`config.mk`:
```
export PLATFORM = sky130hd
export DESIGN_NAME = mra_req_dispatcher
export DESIGN_NICKNAME = d
export VERILOG_FILES = /design/src/rtl/mra_pkg.sv /design/src/rtl/mra_ch_ctrl.sv /design/src/rtl/mra_req_dispatcher.sv
export SDC_FILE = /design/constraint.sdc
export NUM_CORES = 2
export LEC_CHECK = 0
export ABC_CLOCK_PERIOD_IN_PS = 9660
export CAP_MARGIN = 20
export CORE_MARGIN = 2
export CORE_UTILIZATION = 45
export DETAILED_ROUTE_END_ITERATION = 7
export SLEW_MARGIN = 0
export SYNTH_ARGS = -nofsm -noshare
export SYNTH_HDL_FRONTEND = slang
export SYNTH_HIERARCHICAL = 1
export SYNTH_SLANG_ARGS = --single-unit
```
`constraint.sdc`:
```
create_clock -name clk -period 9.66 [get_ports clk]
set_input_delay 1.449 -clock clk [delete_from_list [all_inputs] [get_ports clk]]
set_output_delay 1.449 -clock clk [all_outputs]
set_load 0.05 [all_outputs]
```
`src/rtl/mra_pkg.sv`:
```
// Shared types for the MRA request dispatcher: per-channel FSM states and the
// encoding driven on mra_rw.
package mra_pkg;

    typedef enum logic [1:0] {
        IDLE  = 2'd0,
        REQ   = 2'd1,
        DRAIN = 2'd2
    } ch_state_t;

    localparam logic MRA_RW_READ = 1'b0;

endpackage

```
`src/rtl/mra_ch_ctrl.sv`:
```
// One work-list channel: request/pop credit counters, address walker and the
// IDLE -> REQ -> DRAIN FSM. Port credit_blocked exists only with MRA_REQ_DISPATCHER_PERF_EN.
module mra_ch_ctrl
    import mra_pkg::*;
#(
    parameter int unsigned ADDR_WIDTH   = 64,
    parameter int unsigned WL_LEN_BITS  = 32,
    parameter int unsigned QUEUE_DEPTH  = 20,
    parameter int unsigned STRIDE_BYTES = 64
) (
    input  logic                   clk,
    input  logic                   rst_n,
    input  logic                   start,
    input  logic [ADDR_WIDTH-1:0]  base_addr,
    input  logic [WL_LEN_BITS-1:0] len,
    input  logic                   xfer,
    input  logic                   pop,
    output logic                   eligible,
    output logic [ADDR_WIDTH-1:0]  req_addr,
    output logic                   busy,
    output logic                   done,
    output logic                   underflow
`ifdef MRA_REQ_DISPATCHER_PERF_EN
    ,
    output logic                   credit_blocked
`endif
);

    localparam int unsigned CNT_W = WL_LEN_BITS + 1;
    localparam logic [CNT_W-1:0]      DEPTH  = CNT_W'(QUEUE_DEPTH);
    localparam logic [ADDR_WIDTH-1:0] STRIDE = ADDR_WIDTH'(STRIDE_BYTES);

    ch_state_t              state;
    logic [CNT_W-1:0]       req_remain;
    logic [CNT_W-1:0]       pop_remain;
    logic [CNT_W-1:0]       req_nxt;
    logic [CNT_W-1:0]       pop_nxt;
    logic [CNT_W-1:0]       outstanding;
    logic [CNT_W-1:0]       req_load;
    logic [ADDR_WIDTH-1:0]  next_addr;
    logic                   pop_ok;

    assign outstanding = pop_remain - req_remain;
    assign pop_ok      = pop && (outstanding != '0);
    assign underflow   = pop && (outstanding == '0);
    assign req_load    = ({1'b0, len} + CNT_W'(1)) >> 1;

    assign req_nxt = req_remain - CNT_W'(xfer);
    assign pop_nxt = pop_remain - CNT_W'(pop_ok);

    // Eligibility looks at post-edge counters so a transfer or pop this cycle
    // is already accounted for when the arbiter loads the next request.
    assign eligible = (state == REQ) && (req_nxt != '0) && ((pop_nxt - req_nxt) < DEPTH);
    assign req_addr = xfer ? (next_addr + STRIDE) : next_addr;

`ifdef MRA_REQ_DISPATCHER_PERF_EN
    assign credit_blocked = (state == REQ) && (req_remain != '0) && (outstanding >= DEPTH);
`endif

    always_ff @(posedge clk or negedge rst_n) begin
        if (!rst_n) begin
            state      <= IDLE;
            req_remain <= '0;
            pop_remain <= '0;
            next_addr  <= '0;
            busy       <= 1'b0;
            done       <= 1'b0;
        end else begin
            done       <= 1'b0;
            req_remain <= req_nxt;
            pop_remain <= pop_nxt;
            if (xfer) begin
                next_addr <= next_addr + STRIDE;
            end
            case (state)
                IDLE: begin
                    if (start) begin
                        state      <= REQ;
                        busy       <= 1'b1;
                        req_remain <= req_load;
                        pop_remain <= req_load;
                        next_addr  <= base_addr;
                    end
                end
                REQ: begin
                    if (req_nxt == '0) begin
                        state <= DRAIN;
                    end
                end
                DRAIN: begin
                    if (pop_nxt == '0) begin
                        state <= IDLE;
                        busy  <= 1'b0;
                        done  <= 1'b1;
                    end
                end
                default: begin
                    state <= IDLE;
                    busy  <= 1'b0;
                end
            endcase
        end
    end

endmodule

```
`src/rtl/mra_req_dispatcher.sv`:
```
// Multi-channel read-request dispatcher: round-robin arbitration over channel
// controllers onto one registered valid/ready request port. Optional perf counters under MRA_REQ_DISPATCHER_PERF_EN.
module mra_req_dispatcher
    import mra_pkg::*;
#(
    parameter int unsigned ADDR_WIDTH   = 64,
    parameter int unsigned WL_LEN_BITS  = 32,
    parameter int unsigned NUM_CH       = 4,
    parameter int unsigned QUEUE_DEPTH  = 20,
    parameter int unsigned STRIDE_BYTES = 64
) (
    input  logic                                              clk,
    input  logic                                              rst_n,
    input  logic [NUM_CH-1:0]                                 start,
    input  logic [NUM_CH*ADDR_WIDTH-1:0]                      wl_addr,
    input  logic [NUM_CH*WL_LEN_BITS-1:0]                     wl_len,
    output logic [NUM_CH-1:0]                                 busy,
    output logic [NUM_CH-1:0]                                 done,
    output logic [ADDR_WIDTH-1:0]                             mra_req_addr,
    output logic [((NUM_CH > 1) ? $clog2(NUM_CH) : 1)-1:0]    mra_req_ch,
    output logic                                              mra_rw,
    output logic                                              mra_req_valid,
    input  logic                                              mra_ready,
    input  logic [NUM_CH-1:0]                                 fifo_pop,
`ifdef MRA_REQ_DISPATCHER_PERF_EN
    output logic [31:0]                                       stall_cycles,
    output logic [31:0]                                       credit_block_cycles,
`endif
    output logic                                              err_underflow
);

    localparam int unsigned CH_W = (NUM_CH > 1) ? $clog2(NUM_CH) : 1;

    logic [NUM_CH-1:0]     ch_elig;
    logic [NUM_CH-1:0]     ch_xfer;
    logic [NUM_CH-1:0]     ch_underflow;
    logic [ADDR_WIDTH-1:0] ch_addr [NUM_CH];
`ifdef MRA_REQ_DISPATCHER_PERF_EN
    logic [NUM_CH-1:0]     ch_blocked;
`endif

    logic                  gnt_any;
    logic [CH_W-1:0]       gnt_idx;
    logic [CH_W-1:0]       rr_ptr;
    logic [CH_W-1:0]       ptr_nxt;

    assign mra_rw = MRA_RW_READ;

    for (genvar i = 0; i < NUM_CH; i++) begin : g_ch
        assign ch_xfer[i] = mra_req_valid && mra_ready && (mra_req_ch == CH_W'(i));

        mra_ch_ctrl #(
            .ADDR_WIDTH   (ADDR_WIDTH),
            .WL_LEN_BITS  (WL_LEN_BITS),
            .QUEUE_DEPTH  (QUEUE_DEPTH),
            .STRIDE_BYTES (STRIDE_BYTES)
        ) u_ch (
            .clk       (clk),
            .rst_n     (rst_n),
            .start     (start[i]),
            .base_addr (wl_addr[i*ADDR_WIDTH +: ADDR_WIDTH]),
            .len       (wl_len[i*WL_LEN_BITS +: WL_LEN_BITS]),
            .xfer      (ch_xfer[i]),
            .pop       (fifo_pop[i]),
            .eligible  (ch_elig[i]),
            .req_addr  (ch_addr[i]),
            .busy      (busy[i]),
            .done      (done[i]),
            .underflow (ch_underflow[i])
`ifdef MRA_REQ_DISPATCHER_PERF_EN
            ,
            .credit_blocked (ch_blocked[i])
`endif
        );
    end

    // Two passes: first from the pointer upward, then wrap to the low channels.
    always_comb begin
        gnt_any = 1'b0;
        gnt_idx = '0;
        for (int unsigned i = 0; i < NUM_CH; i++) begin
            if (!gnt_any && ch_elig[i] && (i >= 32'(rr_ptr))) begin
                gnt_any = 1'b1;
                gnt_idx = CH_W'(i);
            end
        end
        for (int unsigned i = 0; i < NUM_CH; i++) begin
            if (!gnt_any && ch_elig[i]) begin
                gnt_any = 1'b1;
                gnt_idx = CH_W'(i);
            end
        end
    end

    assign ptr_nxt = (gnt_idx == CH_W'(NUM_CH - 1)) ? '0 : gnt_idx + CH_W'(1);

    always_ff @(posedge clk or negedge rst_n) begin
        if (!rst_n) begin
            mra_req_valid <= 1'b0;
            mra_req_addr  <= '0;
            mra_req_ch    <= '0;
            rr_ptr        <= '0;
            err_underflow <= 1'b0;
        end else begin
            if (|ch_underflow) begin
                err_underflow <= 1'b1;
            end
            if (!mra_req_valid || mra_ready) begin
                mra_req_valid <= gnt_any;
                if (gnt_any) begin
                    mra_req_addr <= ch_addr[gnt_idx];
                    mra_req_ch   <= gnt_idx;
                    rr_ptr       <= ptr_nxt;
                end
            end
        end
    end

`ifdef MRA_REQ_DISPATCHER_PERF_EN
    always_ff @(posedge clk or negedge rst_n) begin
        if (!rst_n) begin
            stall_cycles        <= '0;
            credit_block_cycles <= '0;
        end else begin
            if (mra_req_valid && !mra_ready && (stall_cycles != '1)) begin
                stall_cycles <= stall_cycles + 32'd1;
            end
            if ((|ch_blocked) && (credit_block_cycles != '1)) begin
                credit_block_cycles <= credit_block_cycles + 32'd1;
            end
        end
    end
`endif

endmodule

```
; ---- After elaboration in Yosys (flattened, before gate mapping)
; Cells that the tools add are included.
[word_totals]
ff_bits = 606
latchBits = 0
ram_bits = 0
mem_bits_ro = 0
in_bits = 395
output_inout_bits = 77
elab_cells = 249
mem_count = 0
[classes]
n_addsub = 25
n_mul = 0
n_div = 0
n_lt_le_gt_ge = 8
n_eq_ne = 24
shift = 0
muxes = 83
bitwise = 5
reduce_logical = 75
[ops]
columns = cell, count
row1 = 64-bit 2-to-1 mux, 14
row2 = 33-bit 2-to-1 mux, 16
row3 = 33-bit zero test, 12
row4 = 33-bit nonzero test, 8
row5 = 33-bit by 1-bit subtractor with 33-bit output, 8
row6 = 33-bit subtractor, 8
row7 = "64-bit by 7-bit adder with 64-bit output, second input constant", 4
row8 = "32-bit by 1-bit adder with 33-bit output, second input constant", 4
row9 = "33-bit by 5-bit < comparator with 1-bit output, second input constant", 4
row10 = 64-bit binary-select mux with 2-bit select, 1
row11 = 2-bit 2-to-1 mux, 19
row12 = 1-bit logical AND, 31
row13 = 1-bit 2-to-1 mux, 25
row14 = 2-bit one-hot mux with 3 select lines, 4
row15 = 3-bit AND reduction, 8
row16 = "2-bit inequality test, second input constant", 8
row17 = "2-bit equality test, second input constant", 7
row18 = 1-bit one-hot mux with 3 select lines, 4
row19 = "2-bit by 1-bit equality test with 1-bit output, second input constant", 5
row20 = 2-bit zero test, 5
row21 = 1-bit zero test, 8
row22 = "2-bit by 1-bit inequality test with 1-bit output, second input constant", 4
row23 = "1-bit by 2-bit >= comparator with 1-bit output, first input constant", 2
row24 = 1-bit NOT, 4
row25 = 7 further kinds, 7

; ---- Logic depth before layout (Yosys ltp)
[depth]
word_depth = 36
ltp_mapped = 40
ltp_nobuf = 37

; ---- Cells and area by module
; Netlist, hierarchy kept.
[by_module_without_submodules]
columns = module, n_inst, cells_per_inst, area_each_um2
row1 = mra_ch_ctrl at g_ch[0].u_ch ..., 3, 1558, 12189.2
row2 = mra_ch_ctrl at g_ch[3].u_ch, 1, 1546, 11860.1
row3 = mra_req_dispatcher, 1, 400, 4725.8

; ---- Worst setup path after synthesis
; Ideal clock, no wire load.
[synth_timing]
path_kind = reg2reg
startpoint = reg g_ch[0].u_ch.req_remain[24]
endpoint = reg mra_req_addr[0]
setup_ns = 0.133
arrival_time_ns = 8.361
required_ns = 9.527
path_slack_ns = 1.166
path_stages_with_launch = 39
path_buffers = 4
synth_period_minus_slack_ns = 8.494
cell_sequence = dfrtp_1 > inv_1 > ha_1 > clkbuf_1 > a21oi_1 > o21ai_0 > a221o_1 > or3_1 > a2111oi_0 > nand4b_1 > nor4_1 > o2111ai_1 > o31a_1 > ha_1 > ha_1 > nor3b_1 > nand4_1 > clkbuf_1 > [... 3 more ...] > inv_1 > ha_1 > o21a_1 > o21a_1 > o22ai_1 > mux2_2 > or3_1 > or4_1 > nor4_2 > nand4_1 > nor4_2 > nor2_1 > a211oi_1 > nor2_1 > nand2_1 > buf_2 > buf_2 > o221ai_2
[synth_via]
elab_chain_cells = 36
[synth_lines]
columns = item, line_no
row1 = from (decl), mra_ch_ctrl.sv:34  ; logic [CNT_W-1:0] req_remain;
row2 = from (signal assigned), mra_ch_ctrl.sv:70  ; req_remain <= req_nxt;
row3 = from (signal assigned), mra_ch_ctrl.sv:80  ; req_remain <= req_load;
row4 = 33-bit subtractor, mra_ch_ctrl.sv:43  ; assign outstanding = pop_remain - req_remain;
row5 = 33-bit nonzero test, mra_ch_ctrl.sv:44  ; assign pop_ok = pop && (outstanding != '0);
row6 = 1-bit logical AND, mra_ch_ctrl.sv:44
row7 = 33-bit by 1-bit subtractor with 33-bit output, mra_ch_ctrl.sv:49  ; assign pop_nxt = pop_remain - CNT_W'(pop_ok);
row8 = 33-bit subtractor, mra_ch_ctrl.sv:53  ; assign eligible = (state == REQ) && (req_nxt != '0) && ((pop_nxt - req_nxt) < DEPTH);
row9 = 33-bit by 5-bit < comparator with 1-bit output, mra_ch_ctrl.sv:53
row10 = 1-bit logical AND *, mra_ch_ctrl.sv:53
row11 = named net ch_elig[0], mra_req_dispatcher.sv:34  ; logic [NUM_CH-1:0] ch_elig;
row12 = [... 21 more ...], --
row13 = 1-bit 2-to-1 mux, mra_req_dispatcher.sv:88  ; if (!gnt_any && ch_elig[i]) begin
row14 = 1-bit zero test, mra_req_dispatcher.sv:88
row15 = 1-bit logical AND, mra_req_dispatcher.sv:88
row16 = 2-bit 2-to-1 mux *, mra_req_dispatcher.sv:88
row17 = named net gnt_idx[1], mra_req_dispatcher.sv:43  ; logic [CH_W-1:0] gnt_idx;
row18 = 2-bit NOT with 3-bit output (implied by the code) *, mra_req_dispatcher.sv:111  ; mra_req_addr <= ch_addr[gnt_idx];
row19 = 64-bit binary-select mux with 2-bit select *, mra_req_dispatcher.sv:111
row20 = 64-bit 2-to-1 mux (implied by the code) * (2 in a row), mra_req_dispatcher.sv:111
row21 = to (signal assigned), mra_req_dispatcher.sv:111
row22 = to (decl), mra_req_dispatcher.sv:19  ; output logic [ADDR_WIDTH-1:0] mra_req_addr,
; Mark *: on every way through the listed nets, which the timed path passes. The rest lies on a longest branch. The select of a mux whose other input is x is not followed.
; A chain may end at the register's enable or synchronous reset.

; ---- Final worst setup path
[layout_timing]
startpoint = reg g_ch[2].u_ch.pop_remain[24]
endpoint = reg mra_req_addr[59]
[layout_via]
elab_chain_cells = 29
[layout_lines]
columns = item, line_no
row1 = from (decl), mra_ch_ctrl.sv:35  ; logic [CNT_W-1:0] pop_remain;
row2 = from (signal assigned), mra_ch_ctrl.sv:71  ; pop_remain <= pop_nxt;
row3 = from (signal assigned), mra_ch_ctrl.sv:81  ; pop_remain <= req_load;
row4 = 33-bit subtractor, mra_ch_ctrl.sv:43
row5 = 33-bit nonzero test, mra_ch_ctrl.sv:44
row6 = 1-bit logical AND, mra_ch_ctrl.sv:44
row7 = 33-bit by 1-bit subtractor with 33-bit output *, mra_ch_ctrl.sv:49
row8 = 33-bit subtractor *, mra_ch_ctrl.sv:53
row9 = 33-bit by 5-bit < comparator with 1-bit output *, mra_ch_ctrl.sv:53
row10 = 1-bit logical AND *, mra_ch_ctrl.sv:53
row11 = named net ch_elig[2], mra_req_dispatcher.sv:34
row12 = [... 13 more ...], --
row13 = 1-bit logical AND, mra_req_dispatcher.sv:88
row14 = 1-bit 2-to-1 mux, mra_req_dispatcher.sv:88
row15 = 1-bit zero test, mra_req_dispatcher.sv:88
row16 = 1-bit logical AND, mra_req_dispatcher.sv:88
row17 = 2-bit 2-to-1 mux, mra_req_dispatcher.sv:88
row18 = 2-bit NOT with 3-bit output (implied by the code), mra_req_dispatcher.sv:111
row19 = 64-bit binary-select mux with 2-bit select, mra_req_dispatcher.sv:111
row20 = 64-bit 2-to-1 mux (implied by the code) (2 in a row), mra_req_dispatcher.sv:111
; Marked as above.

==> summary.txt <==
Yosys
  – Area share of the leading cell type in the synthesized netlist: 0.285
  – #FFs+latches synth: 606
  – Syn avg cell area: 8.03 um2
  – Count leader, synth: nor2_1
  – Post-synth cell types: 105
  – Post-synth EDFFs: 0
  – Ys flop type: dfrtp_1
  – Synthesized area: 53200 um2
  – Area leader, netlist: dfrtp_1
  – Synthesis Warnings: 6
  – Fraction of registers with async set/reset: 1.00
  – Synth Net Count: 7292
  – Mapped Cells: 6620
  – Post-synth top cells: nor2_1, dfrtp_1, nand2_1, a21oi_1, xnor2_1
  – Post-synthesis sequential area ratio: 0.285
  – Area contributors post-synth: dfrtp_1, xnor2_1, nor2_1, ha_1, a21oi_1

Detailed routing
  – Residual DRC count: 0
  – Detailed Route Iter0 Violations: 5602
  – Antenna Violating Nets Remaining: 0
  – DR WL/cell: 25.2 um
  – First-pass DRT Iterations: 5
  – Vias: 54500
  – Final WL: 225000 um
  – Vias per cell: 6.10

Critical path
  – Required time of the critical path: 10.20 ns
  – Crit path max-delay family: simple AND/OR/NAND/NOR gates
  – FF-to-FF setup slack: 0.23 ns
  – FF-to-FF Start: g_ch[2].u_ch/pop_remain[24]
  – Critical path class: reg2reg
  – Worst r2r dst: mra_req_addr[59]
  – Worst setup path start: g_ch[2].u_ch/pop_remain[24]
  – CP max stage delay: 0.56 ns
  – Critical Path Sink Type: flip-flop
  – Max FO, Critical Path: 16
  – R2R depth: 38
  – CP bufs+invs: 7
  – Most frequent CP cell: buf_4
  – Startpoint type of the worst setup path: flip-flop
  – Stages on worst setup path: 38
  – Endpoint arrival time on the critical path: 9.97 ns
  – Crit path max-delay cell type: dfrtp_1

Place
  – Routability cong.: 1.02
  – DP HPWL: 182000 um
  – DP Worst Slack: -0.234 ns
  – I/O Buffers: 470

Finish
  – Layout cell share with drive strength beyond 1: 0.126
  – Syn-to-layout area delta: 22.6%
  – Nets: 8016
  – Filler cells: 11100

Global routing
  – Largest net degree at the start of global routing: 167
  – Vias in the first global route: 52100
  – Gr ovfl total: 0
  – Global-route wire length before repair: 333000 um
  – GRT Overall Usage: 0.360
  – Initial antenna violation count: 23

Floorplan
  – Die Area: 121000 um2
  – Chip width: 348 um
  – I/O Pins: 472
  – Core Area: 118000 um2
  – Die Ht: 348 um
  – Starting Density: 0.452
  – # rows: 126

STA
  – Final hold violation count: 0
  – Worst setup margin: 0.231 ns
  – Worst Tran Pin Value: 1.18 ns
  – Worst rel slew slack: 0.209
  – Max Transition Viols Final: 0
  – Fmax: 0.106 GHz
  – Final period util: 0.976
  – Minimum clock period: 9.43 ns
  – Final setup viols: 0
  – Final TNS setup: 0 ns
  – Setup Skew: 0.0422 ns

Pwr
  – Peak supply drop: 0.000242 V
  – PnR Total Power: 13100 uW
  – Leak: 0.0272 uW
  – PwrDens: 201 nW/um2

Clock network
  – CTS clk-pin slew, worst paths: 0.06 ns
  – CTS max path bufs: 3
  – Htree depth: 3
  – CTS buffer count: 77
  – Clk sinks: 606
  – TritonCTS clock tree: built
  – Root buf cell: clkbuf_16
  – Worst-skew pair later-pin latency: 0.68 ns

Outcome
  – Status: finished clean

Min path
  – Hold endpoint: g_ch[0].u_ch/next_addr[1]
  – Min-Delay Path Depth: 2
  – Min-delay src: g_ch[0].u_ch/next_addr[1]
  – Tightest Hold Check Type: reg2reg

Job
  – Max-cap viol count: 0
sequential cells by signal, indices dropped and copies added (netlist names):
register / count
g_ch.u_ch/next_addr: 256
mra_req_ch: 2
mra_req_addr: 64
rr_ptr: 2
err_underflow: 1
g_ch.u_ch/req_remain: 132
g_ch.u_ch/done: 4
mra_req_valid: 1
g_ch.u_ch/pop_remain: 132
g_ch.u_ch/busy: 4
g_ch.u_ch/state: 8
how the worst max path moves through the flow:
stage / to / slack (ns)
finish: mra_req_addr[59] / 0.23
CTS: mra_req_addr[8] / 0.03
global placement: mra_req_addr[36] / -0.21
global route: mra_req_addr[19] / -0.04
floorplan: mra_req_addr[0] / 1.17
detailed placement: mra_req_addr[2] / -0.23
power breakdown:
part	total, uW	switching, uW	internal, uW
sequential	3410	488	2920
clock	3070	1260	1800
combinational	6650	3940	2710
total	13100	5700	7430
repair_timing:
action	4_1_cts	5_1_grt
hold buffers	0	0
gates resized for setup	14	85
hold endpoints to repair	0	0
buffers inserted	6	10
pin swaps	3	19
cloned	2	0
setup endpoints to repair	67	68
tightest hold or removal path: stages (launching register included):
cell,delay (ns)
dfrtp_1,0.34
nand2_1,0.05
nand2_1,0.05
routing by layer:
layer	up-vias	routed length, um	GRT usage
met5	-	240	0
met4	36	10300	0.149
met3	474	18500	0.0686
met2	2372	99700	0.563
met1	26400	96300	0.487
li1	25200	-	-
cell usage in the layout (no fill, tap or decap), types with 34 or more instances in the layout:
cell type	count
nor2b_1	35
inv_1	294
nor3b_1	36
o21ai_0	152
nor2_1	1092
nand4_1	216
o21a_1	82
nand3_1	218
o211ai_1	34
nor4_1	97
and3_1	113
clkdlybuf4s50_1	469
mux2i_1	154
clkbuf_16	77
buf_4	452
a31oi_1	50
dfrtp_1	601
nand2b_1	64
nor3_1	129
ha_1	260
o2111ai_1	38
a211oi_1	36
xnor2_1	474
xor2_1	174
o221ai_2	50
or3_1	43
nand2_1	574
a21oi_1	491
and4_1	56
mux2_2	99
kinds of logic after synthesis:
logic type	after synthesis	synth area share
AND/OR/NAND/NOR	2902	0.270
flip-flops	606	0.285
multiplexers	261	0.0515
XOR/XNOR	655	0.109
other	1	0.0000706
AO/OA/AOI/OAI	1326	0.170
buffers and inverters	592	0.0493
adder cells (fa/ha/maj)	277	0.0652
cell type report:
cell class / count / area (um2) / share of cell area
Sequential cell: 606 / 15200 / 0.233
Timing Repair Buffer: 940 / 8470 / 0.130
Multi-Input combinational cell: 5423 / 35800 / 0.550
Tap cell: 1536 / 1920 / 0.0295
Clock buffer: 106 / 2180 / 0.0334
Antenna cell: 6 / 15.0 / 0.000230
Inverter: 296 / 1110 / 0.0171
Clock inverter: 26 / 460 / 0.00707
stage by stage:
step           utilization  cells  hold slack [ns]  cell area [um2]
6_report             0.554   8939            0.480            65200
5_1_grt              0.554   8935            0.498            65200
3_5_place_dp         0.526   8783            0.463            61900
2_1_floorplan            -   6620            0.429            53200
4_1_cts              0.550   8923            0.478            64700
3_3_place_gp         0.526   8783            0.461            61900
Note: power is estimated with default switching activity, not from simulation.
